### src/rtl/uart_pkg.sv
// Shared types and constants for the UART blocks: frame parity modes, transmitter
// FSM states, line levels and an elaboration-time parameter sanity check.
package uart_pkg;

   typedef enum logic [1:0] {
      PARITY_NONE = 2'd0,
      PARITY_EVEN = 2'd1,
      PARITY_ODD  = 2'd2
   } parity_t;

   typedef enum logic [2:0] {
      ST_IDLE   = 3'd0,
      ST_START  = 3'd1,
      ST_DATA   = 3'd2,
      ST_PARITY = 3'd3,
      ST_STOP   = 3'd4
   } tx_state_t;

   localparam logic LINE_IDLE  = 1'b1;
   localparam logic LINE_START = 1'b0;
   localparam logic LINE_STOP  = 1'b1;

   // True when the frame/FIFO parameter set is one the transmitter supports.
   function automatic bit params_ok(input int clk_rate, input int baud_rate,
                                    input int word_width, input int stop_bits,
                                    input int fifo_depth);
      bit ok;
      ok = 1'b1;
      if (baud_rate <= 0 || clk_rate <= 0) ok = 1'b0;
      else if ((clk_rate / baud_rate) < 2) ok = 1'b0;
      if (word_width < 5 || word_width > 9) ok = 1'b0;
      if (stop_bits < 1 || stop_bits > 2) ok = 1'b0;
      if (fifo_depth < 2 || (fifo_depth & (fifo_depth - 1)) != 0) ok = 1'b0;
      return ok;
   endfunction

endpackage

### src/rtl/uart_sync_fifo.sv
// Single-clock FIFO with first-word-fall-through read data; shared by the UART
// transmit and receive paths.
module uart_sync_fifo #(
   parameter int WIDTH = 8,
   parameter int DEPTH = 4
) (
   input  logic                     clock,
   input  logic                     rst,
   input  logic                     wr_en,
   input  logic [WIDTH-1:0]         wr_data,
   input  logic                     rd_en,
   output logic [WIDTH-1:0]         rd_data,
   output logic                     full,
   output logic                     empty,
   output logic [$clog2(DEPTH):0]   count
);

   localparam int AW = $clog2(DEPTH);

   logic [WIDTH-1:0] mem [DEPTH];
   logic [AW-1:0]    wr_ptr;
   logic [AW-1:0]    rd_ptr;
   logic [AW:0]      count_q;
   logic             push;
   logic             pop;

   // Full/empty come from the registered count only, so a push into a full FIFO
   // is dropped even if a pop happens on the same edge.
   assign push = wr_en && !full;
   assign pop  = rd_en && !empty;

   always_ff @(posedge clock) begin
      if (rst) begin
         wr_ptr  <= '0;
         rd_ptr  <= '0;
         count_q <= '0;
      end else begin
         if (push) wr_ptr <= wr_ptr + 1'b1;
         if (pop)  rd_ptr <= rd_ptr + 1'b1;
         case ({push, pop})
            2'b10:   count_q <= count_q + 1'b1;
            2'b01:   count_q <= count_q - 1'b1;
            default: count_q <= count_q;
         endcase
      end
   end

   always_ff @(posedge clock) begin
      if (push) mem[wr_ptr] <= wr_data;
   end

   assign rd_data = mem[rd_ptr];
   assign full    = (count_q == (AW+1)'(DEPTH));
   assign empty   = (count_q == '0);
   assign count   = count_q;

endmodule

### src/rtl/uart_tx_fifo.sv
// UART transmitter with an integrated TX FIFO: queued words are serialised
// back-to-back as start / data (LSB first) / optional parity / stop frames.
module uart_tx_fifo
   import uart_pkg::*;
#(
   parameter int      CLK_RATE    = 100000000,
   parameter int      BAUD_RATE   = 115200,
   parameter int      WORD_WIDTH  = 8,
   parameter parity_t PARITY_MODE = PARITY_EVEN,
   parameter int      STOP_BITS   = 1,
   parameter int      FIFO_DEPTH  = 4
) (
   input  logic                            clock,
   input  logic                            rst,
   input  logic                            tx_data_valid,
   input  logic [WORD_WIDTH-1:0]           tx_data_in,
   output logic                            tx_ready,
   output logic                            tx_data_out,
   output logic                            tx_busy,
   output logic                            tx_done,
   output logic [$clog2(FIFO_DEPTH):0]     fifo_count
);

   localparam int BAUD_DIV = CLK_RATE / BAUD_RATE;
   localparam int BAUD_W   = $clog2(BAUD_DIV);
   localparam int BIT_W    = $clog2(WORD_WIDTH + 1);

   if (!params_ok(CLK_RATE, BAUD_RATE, WORD_WIDTH, STOP_BITS, FIFO_DEPTH)) begin : g_bad_params
      $error("uart_tx_fifo: unsupported parameter set");
   end

   tx_state_t             state;
   tx_state_t             state_nx;
   logic [BAUD_W-1:0]     baud_cnt;
   logic [BAUD_W-1:0]     baud_nx;
   logic [BIT_W-1:0]      bit_cnt;
   logic [BIT_W-1:0]      bit_nx;
   logic [WORD_WIDTH-1:0] shift_reg;
   logic [WORD_WIDTH-1:0] shift_nx;
   logic [WORD_WIDTH-1:0] word_reg;
   logic [WORD_WIDTH-1:0] word_nx;
   logic                  line_q;
   logic                  line_nx;

   logic                  fifo_pop;
   logic [WORD_WIDTH-1:0] fifo_head;
   logic                  fifo_full;
   logic                  fifo_empty;

   logic                  baud_end;
   logic                  stop_last;
   logic                  parity_bit;

   uart_sync_fifo #(
      .WIDTH (WORD_WIDTH),
      .DEPTH (FIFO_DEPTH)
   ) u_fifo (
      .clock   (clock),
      .rst     (rst),
      .wr_en   (tx_data_valid),
      .wr_data (tx_data_in),
      .rd_en   (fifo_pop),
      .rd_data (fifo_head),
      .full    (fifo_full),
      .empty   (fifo_empty),
      .count   (fifo_count)
   );

   assign baud_end   = (baud_cnt == BAUD_W'(BAUD_DIV - 1));
   assign stop_last  = (state == ST_STOP) && baud_end && (bit_cnt == BIT_W'(STOP_BITS - 1));
   // Parity comes from the held copy of the word; the shift register is consumed by then.
   assign parity_bit = (^word_reg) ^ (PARITY_MODE == PARITY_ODD);

   always_comb begin
      state_nx = state;
      fifo_pop = 1'b0;
      case (state)
         ST_IDLE: begin
            if (!fifo_empty) begin
               fifo_pop = 1'b1;
               state_nx = ST_START;
            end
         end
         ST_START: begin
            if (baud_end) state_nx = ST_DATA;
         end
         ST_DATA: begin
            if (baud_end && bit_cnt == BIT_W'(WORD_WIDTH - 1))
               state_nx = (PARITY_MODE == PARITY_NONE) ? ST_STOP : ST_PARITY;
         end
         ST_PARITY: begin
            if (baud_end) state_nx = ST_STOP;
         end
         ST_STOP: begin
            if (stop_last) begin
               if (!fifo_empty) begin
                  fifo_pop = 1'b1;
                  state_nx = ST_START;
               end else begin
                  state_nx = ST_IDLE;
               end
            end
         end
         default: state_nx = ST_IDLE;
      endcase
   end

   always_comb begin
      baud_nx  = baud_cnt;
      bit_nx   = bit_cnt;
      shift_nx = shift_reg;
      word_nx  = word_reg;
      line_nx  = LINE_IDLE;

      // STOP->START for a queued word is a state change too, so counters restart.
      if (state_nx != state) begin
         baud_nx = '0;
         bit_nx  = '0;
      end else if (baud_end) begin
         baud_nx = '0;
         if (state == ST_DATA || state == ST_STOP) bit_nx = bit_cnt + 1'b1;
      end else if (state != ST_IDLE) begin
         baud_nx = baud_cnt + 1'b1;
      end

      if (fifo_pop) begin
         shift_nx = fifo_head;
         word_nx  = fifo_head;
      end else if (state == ST_DATA && baud_end) begin
         shift_nx = shift_reg >> 1;
      end

      case (state_nx)
         ST_IDLE:   line_nx = LINE_IDLE;
         ST_START:  line_nx = LINE_START;
         ST_DATA:   line_nx = shift_nx[0];
         ST_PARITY: line_nx = parity_bit;
         ST_STOP:   line_nx = LINE_STOP;
         default:   line_nx = LINE_IDLE;
      endcase
   end

   always_ff @(posedge clock) begin
      if (rst) begin
         state     <= ST_IDLE;
         baud_cnt  <= '0;
         bit_cnt   <= '0;
         shift_reg <= '0;
         word_reg  <= '0;
         line_q    <= LINE_IDLE;
      end else begin
         state     <= state_nx;
         baud_cnt  <= baud_nx;
         bit_cnt   <= bit_nx;
         shift_reg <= shift_nx;
         word_reg  <= word_nx;
         line_q    <= line_nx;
      end
   end

   assign tx_data_out = line_q;
   assign tx_busy     = (state != ST_IDLE);
   assign tx_done     = stop_last;
   assign tx_ready    = !fifo_full;

endmodule

### config.mk
export PLATFORM = sky130hd
export DESIGN_NAME = uart_tx_fifo
export DESIGN_NICKNAME = d
export VERILOG_FILES = /design/src/rtl/uart_pkg.sv /design/src/rtl/uart_sync_fifo.sv /design/src/rtl/uart_tx_fifo.sv
export SDC_FILE = /design/constraint.sdc
export NUM_CORES = 1
export LEC_CHECK = 0
export CAP_MARGIN = 20
export CORE_MARGIN = 5
export CORE_UTILIZATION = 30
export DETAILED_ROUTE_END_ITERATION = 12
export SYNTH_ARGS = -nofsm -noshare
export SYNTH_HDL_FRONTEND = slang
export SYNTH_SLANG_ARGS = --single-unit
### constraint.sdc
create_clock -name clock -period 4.2 [get_ports clock]
set_clock_uncertainty 0.05 [all_clocks]
set_input_delay 0.84 -clock clock [delete_from_list [all_inputs] [get_ports clock]]
set_output_delay 0.84 -clock clock [all_outputs]
set_load 0.01 [all_outputs]
### After elaboration in Yosys (flattened, before gate mapping)

Memory sizes are Yosys's and may differ from the RTL's. A register that Yosys moved wholly into a read port is not among the register bits.
Index checks and enable logic that the tools add are counted.

* bits in writable memories: 32
* flip-flop bits (word level): 41
* memories: 1
* logic and storage cells: 67

* eq/ne operators: 13
* muxes and demuxes: 18
* reductions and logical operators: 19
* add/subtract/negate cells: 6

Memories
* u_fifo.mem: words 4, width 8, rd ports 1, clocked after memory_dff 1, wr ports 1, RTL line uart_sync_fifo.sv:20 `logic [WIDTH-1:0] mem [DEPTH];`

Operator list (count)
* two-way mux 8 bit: 2
* two-way mux 3 bit: 5
* case mux 3 bit (5 select lines): 1
* equality test 3 x 2 -> 1 bit, second input constant: 4
* adder 10 x 1 -> 10 bit, second input constant: 1
* equality test 10 bit, second input constant: 1
* parity 8 bit: 1
* equality test 3 x 1 -> 1 bit, second input constant: 2
* equality test 3 bit, second input constant: 2
* logical AND 1 bit: 6
* zero test 3 bit: 2
* case mux 3 bit (2 select lines): 1
* two-way mux 1 bit: 5
* adder 2 x 1 -> 2 bit, second input constant: 2
* adder 4 x 1 -> 4 bit, second input constant: 1
* equality test 4 x 3 -> 1 bit, second input constant: 1
* zero test 4 bit: 1
* two-way mux 2 bit: 2
* nonzero test 2 bit: 2
* adder 3 x 1 -> 3 bit, second input constant: 1
* inequality test 3 bit: 1
* case mux 1 bit (3 select lines): 1
* nonzero test 3 bit: 1
* OR reduction 3 bit: 1
* other kinds (8): 9

### Depth between registers and ports, before layout

* word-level depth: 8
* gate-level depth with buffers: 12

### Cells and area by module

Synthesis repeated with hierarchy kept, for this count alone.

* cells, all modules: 286
* area total of the unflattened synthesis: 3271.9 sq um

Modules (own cells, without submodules)
* uart_tx_fifo: times used 1, cells an instance 190, area an instance 1636.6 sq um
* uart_sync_fifo: times used 1, cells an instance 96, area an instance 1635.3 sq um

### Worst setup path before layout

No wires, ideal clock.

* kind: register to register
* from: register bit_cnt[0]
* to: register u_fifo.count_q[2] (netlist: u_fifo.count[2])
* arrival: 2750 ps
* required time: 4080 ps
* setup time: 70 ps
* stages on the path, launching flop included: 13
* slack: 1329 ps
* path buffers: 0
* cell sequence: dfxtp_1 -> inv_1 -> ha_1 -> or3b_4 -> o41ai_4 -> nand2_4 -> clkinv_4 -> ha_1 -> inv_1 -> fa_1 -> xor2_1 -> or3_1 -> a21oi_1

* cells in the longest elaborated chain, start to end: 7
* elaborated cells on any way between the ends: 9
* classes of those cells: eq/ne: 2; mux: 3; reduce/logical: 4

Ends and longest elaborated chain
* start, declared: RTL line uart_tx_fifo.sv:36 `logic [BIT_W-1:0] bit_cnt;`
* start signal, assigned: RTL line uart_tx_fifo.sv:154 `bit_cnt <= bit_nx;`
* zero test 4 bit (*): RTL line uart_tx_fifo.sv:70 `assign stop_last = (state == ST_STOP) && baud_end && (bit_cnt == BIT_W'(STOP_BITS - 1));`
* logical AND 1 bit (*): RTL line uart_tx_fifo.sv:70
* two-way mux 1 bit (*): RTL line uart_tx_fifo.sv:95 `if (stop_last) begin`
* case mux 1 bit (2 select lines) (*): RTL line uart_tx_fifo.sv:77 `case (state)`
* logical AND 1 bit (*): RTL line uart_sync_fifo.sv:30 `assign pop = rd_en && !empty;`
* via u_fifo.pop: RTL line uart_sync_fifo.sv:25 `logic pop;`
* equality test 2 x 1 -> 1 bit / equality test 2 bit (equally long branches): RTL line uart_sync_fifo.sv:40 `case ({push, pop})`
* case mux 3 bit (2 select lines) / nonzero test 2 bit (equally long branches)
* end signal, assigned: RTL line uart_sync_fifo.sv:41 `2'b10: count_q <= count_q + 1'b1;`
* end signal, assigned: RTL line uart_sync_fifo.sv:42 `2'b01: count_q <= count_q - 1'b1;`
* end signal, assigned: RTL line uart_sync_fifo.sv:43 `default: count_q <= count_q;`
* end, declared: RTL line uart_sync_fifo.sv:23 `logic [AW:0] count_q;`

Mark *: on every way through the listed nets, which the timed path passes. The rest lies on a longest branch.
A chain may end at the register's enable or synchronous reset.

### Worst setup path in the final report

* from: register baud_cnt[0]
* to: output tx_done

* cells in the longest elaborated chain, start to end: 3

Ends and longest elaborated chain
* start, declared: RTL line uart_tx_fifo.sv:34 `logic [BAUD_W-1:0] baud_cnt;`
* start signal, assigned: RTL line uart_tx_fifo.sv:153 `baud_cnt <= baud_nx;`
* equality test 10 bit: RTL line uart_tx_fifo.sv:69 `assign baud_end = (baud_cnt == BAUD_W'(BAUD_DIV - 1));`
* logical AND 1 bit (2 in a row): RTL line uart_tx_fifo.sv:70
* end, declared: RTL line uart_tx_fifo.sv:20 `output logic tx_done,`

Every way passes these cells.

==> results_dict.tcl <==
set metrics [dict create \
    status "completed" \
    cts_buffers 9 \
    cts.sinks 75 \
    synthToLayoutAreaGrowth_pct 15.88 \
    drive_above_1_share_pct 11.88 \
    crit_type "reg -> out" \
    intPower_uw 1429 \
    ios 18 \
    clock_latency_ps 350 \
    start_util_pct 30.94 \
    ys_async_sr_fraction_pct 0 \
    holdBufCountCts 0 \
    largest_reg_flops 32 \
    place_hpwl_mm 4.044 \
    ys_types 47 \
    drtIter0Drc 92 \
    synth_enable_flop_cells 32 \
    final_area_sq_mm 0.003735 \
    seqCellArea_sq_mm 0.001822 \
    fin_crit_ps 3462 \
    die_w_microns 113.7 \
    gr-total-overflow 0 \
    rsz0062_at_grt "false" \
    netlist_instances 278 \
    finalPower_uw 2190 \
    die_area_sq_mm 0.01292 \
    multi_input_area_sq_mm 0.001323 \
    cp.required_ps 3310 \
    fin_tns_setup_ps 0 \
    syn_nets 298 \
    crit_fanout 10 \
    fmax_ghz 0.2888 \
    powerDensity_mw_per_mm2 586.4 \
    critPathBufInv 1 \
    n_fill_cell 1024 \
    critPathMaxStageDelay_ps 590 \
    ant_nets 0 \
    power.switching_uw 761.4 \
    hp-class "reg -> reg" \
    coreArea_sq_mm 0.01042 \
    crit_slowest_cell "clkdlybuf4s50_1" \
    yosys.area.top_type_share_pct 29.81 \
    final_nets 318 \
    ys_seq_area_share_pct 56.52 \
    synth_flop_cell "dfxtp_1" \
    postSynthAreaPerCell_sq_um 11.59 \
    gp_congestion 0.7978 \
    crit_family "simple AND/OR/NAND/NOR gates" \
    syn-cell-area_sq_mm 0.003223 \
    routed_via_density 4.597 \
    finalMaxSlewViolations 0 \
    cts_buffer_depth 2 \
    grt_pass1_wl_mm 10.04 \
    cp_data_arrival_time_ps 2570 \
    cp_cell_sequence "ha_1 > nand2_1 > nor3_2 > nor4b_1 > clkdlybuf4s50_1" \
    drc 0 \
    ir_drop_mv 0.2507 \
    core.rowCount 37 \
    cts_tree "yes" \
    ys_seq_elements 75 \
    worst_setup_path_end_kind "output pin" \
    regMostFlops "u_fifo.mem" \
    clock-root-buffer "clkbuf_8" \
    comb_power_share_pct 29.9 \
    p_leak_uw 0.001275 \
    swShare_pct 34.77 \
    grt_usage_pct 9.816 \
    routed_wl_mm 5.725 \
    antenna_cells 0 \
    clkTransAtPathRegs_ps 90 \
    grt_pass1_vias 2109 \
    grt_max_degree 31 \
    yosys_warnings 0 \
    reg_top3 "u_fifo.mem: 32 flops, baud_cnt: 10 flops" \
    setup_violations 0 \
    dr.pass1.iters 5 \
    worst-slew-pin-transition_ps 634.5 \
    pwr-share-clk_pct 25.0 \
    dieHeight_microns 113.7 \
    num_vias 2018 \
    antenna_found_initial 0 \
    cts.repair.resized 0 \
    hold_viol 0 \
    dpl_cell_area_sq_mm 0.003535 \
    synth_area_leaders "edfxtp_1 (30%), dfxtp_1 (27%), mux4_2 (5.6%), nand2_1 (4.5%), xor2_1 (3.5%)" \
    max_slew_margin_pct 57.70 \
    h-tree-depth 3 \
    io_buffers 17 \
    fin_worst_hold_slack_ps 413.1 \
    synth_area_leader_cell "edfxtp_1" \
    crit_path_start_kind "register" \
    post_cts_buffers 0 \
    wl_per_cell_microns 13.04 \
    min_period_over_period_pct 82.43 \
    p_seq_share_pct 45.2 \
    maxCapViolations 0 \
]
[path summary, 6_finish.rpt]
kind	from	endpoint	slack, ps	depth (start not counted)
worst min register to register	shift_reg[7]	shift_reg[7]	410	2
worst max-delay path	baud_cnt[0]	tx_done	740	5
worst min-delay path	shift_reg[7]	shift_reg[7]	410	2
worst max register to register	bit_cnt[0]	u_fifo.count[2]	1090	12
[routing by layer]
layer	track usage, %	vias up	wire length [microns]
met2	15.47	30	2660
met5	0	-	0
met3	3.289	8	202
met1	12.44	953	2773
li1	-	1027	-
met4	3.846	0	89
[cell type report]
cell class	count	share of cell area, %
Sequential cell	75	48.78
Multi-Input combinational cell	184	35.41
Timing Repair Buffer	18	4.757
Tap cell	136	4.556
Clock buffer	9	3.317
Clock inverter	7	2.044
Inverter	10	1.139
[power groups by stage]
stage          combinational (uW)  sequential [uW]  clock (uW)
2_1_floorplan                 513              971           0
5_1_grt                       735             1010         596
3_5_place_dp                  658             1010           0
3_3_place_gp                  646             1010           0
6_report                      654              990         547
4_1_cts                       662              994         572
[cell usage after synthesis, drive strengths merged, types with 8 or more instances]
| library cell | instances |
|---|---|
| a21oi | 17 |
| dfxtp | 43 |
| edfxtp | 32 |
| ha | 8 |
| inv | 9 |
| mux4 | 8 |
| nand2 | 40 |
| nand3 | 8 |
| nor2 | 27 |
| xnor2 | 11 |
| xor2 | 13 |
[cells by family after synthesis]
logic type / share of synthesized area, %
adders and majority gates: 3.727
muxes: 6.677
DFF: 56.52
xor gates and xnor gates: 6.522
and+or+nand+nor: 17.08
buffers and inverters: 2.445
AOI/OAI and AO/OA: 7.026
[cell usage in the layout, fill, tap and decap left out, types with 2 or more instances in the layout]
| cell type | synthesis | layout |
|---|---|---|
| a21oi_1 | 17 | 17 |
| a31oi_1 | 6 | 6 |
| and2_1 | 2 | 2 |
| and3_1 | 5 | 5 |
| and4_1 | 4 | 4 |
| clkbuf_8 | 0 | 9 |
| clkdlybuf4s50_1 | 0 | 17 |
| clkinv_4 | 1 | 2 |
| dfxtp_1 | 43 | 43 |
| edfxtp_1 | 32 | 32 |
| ha_1 | 8 | 8 |
| inv_1 | 9 | 9 |
| inv_6 | 0 | 2 |
| inv_8 | 0 | 3 |
| mux2i_1 | 2 | 2 |
| mux4_2 | 8 | 8 |
| nand2_1 | 39 | 39 |
| nand2b_1 | 2 | 2 |
| nand3_1 | 8 | 8 |
| nor2_1 | 27 | 27 |
| nor3_1 | 4 | 4 |
| o21bai_1 | 2 | 2 |
| or3_1 | 2 | 2 |
| or3b_4 | 2 | 2 |
| xnor2_1 | 11 | 11 |
| xor2_1 | 13 | 13 |
[tightest hold or removal path, delay by kind of cell (launching register included)]
kind / cells / cell delay, ps
AO/OA/AOI/OAI: 1 / 50
AND/OR/NAND/NOR: 1 / 50
flip-flops: 1 / 320
[through the flow]
stage / worst slack, ps / std cells / utilization [%]
6_report: 737.9 / 439 / 35.86
4_1_cts: 679.5 / 439 / 35.86
5_1_grt: 456.4 / 439 / 35.86
3_5_place_dp: 1102 / 423 / 33.93
3_3_place_gp: 1135 / 423 / 33.93
2_1_floorplan: 1329 / 278 / -
Note: power is estimated with default switching activity, not from simulation.
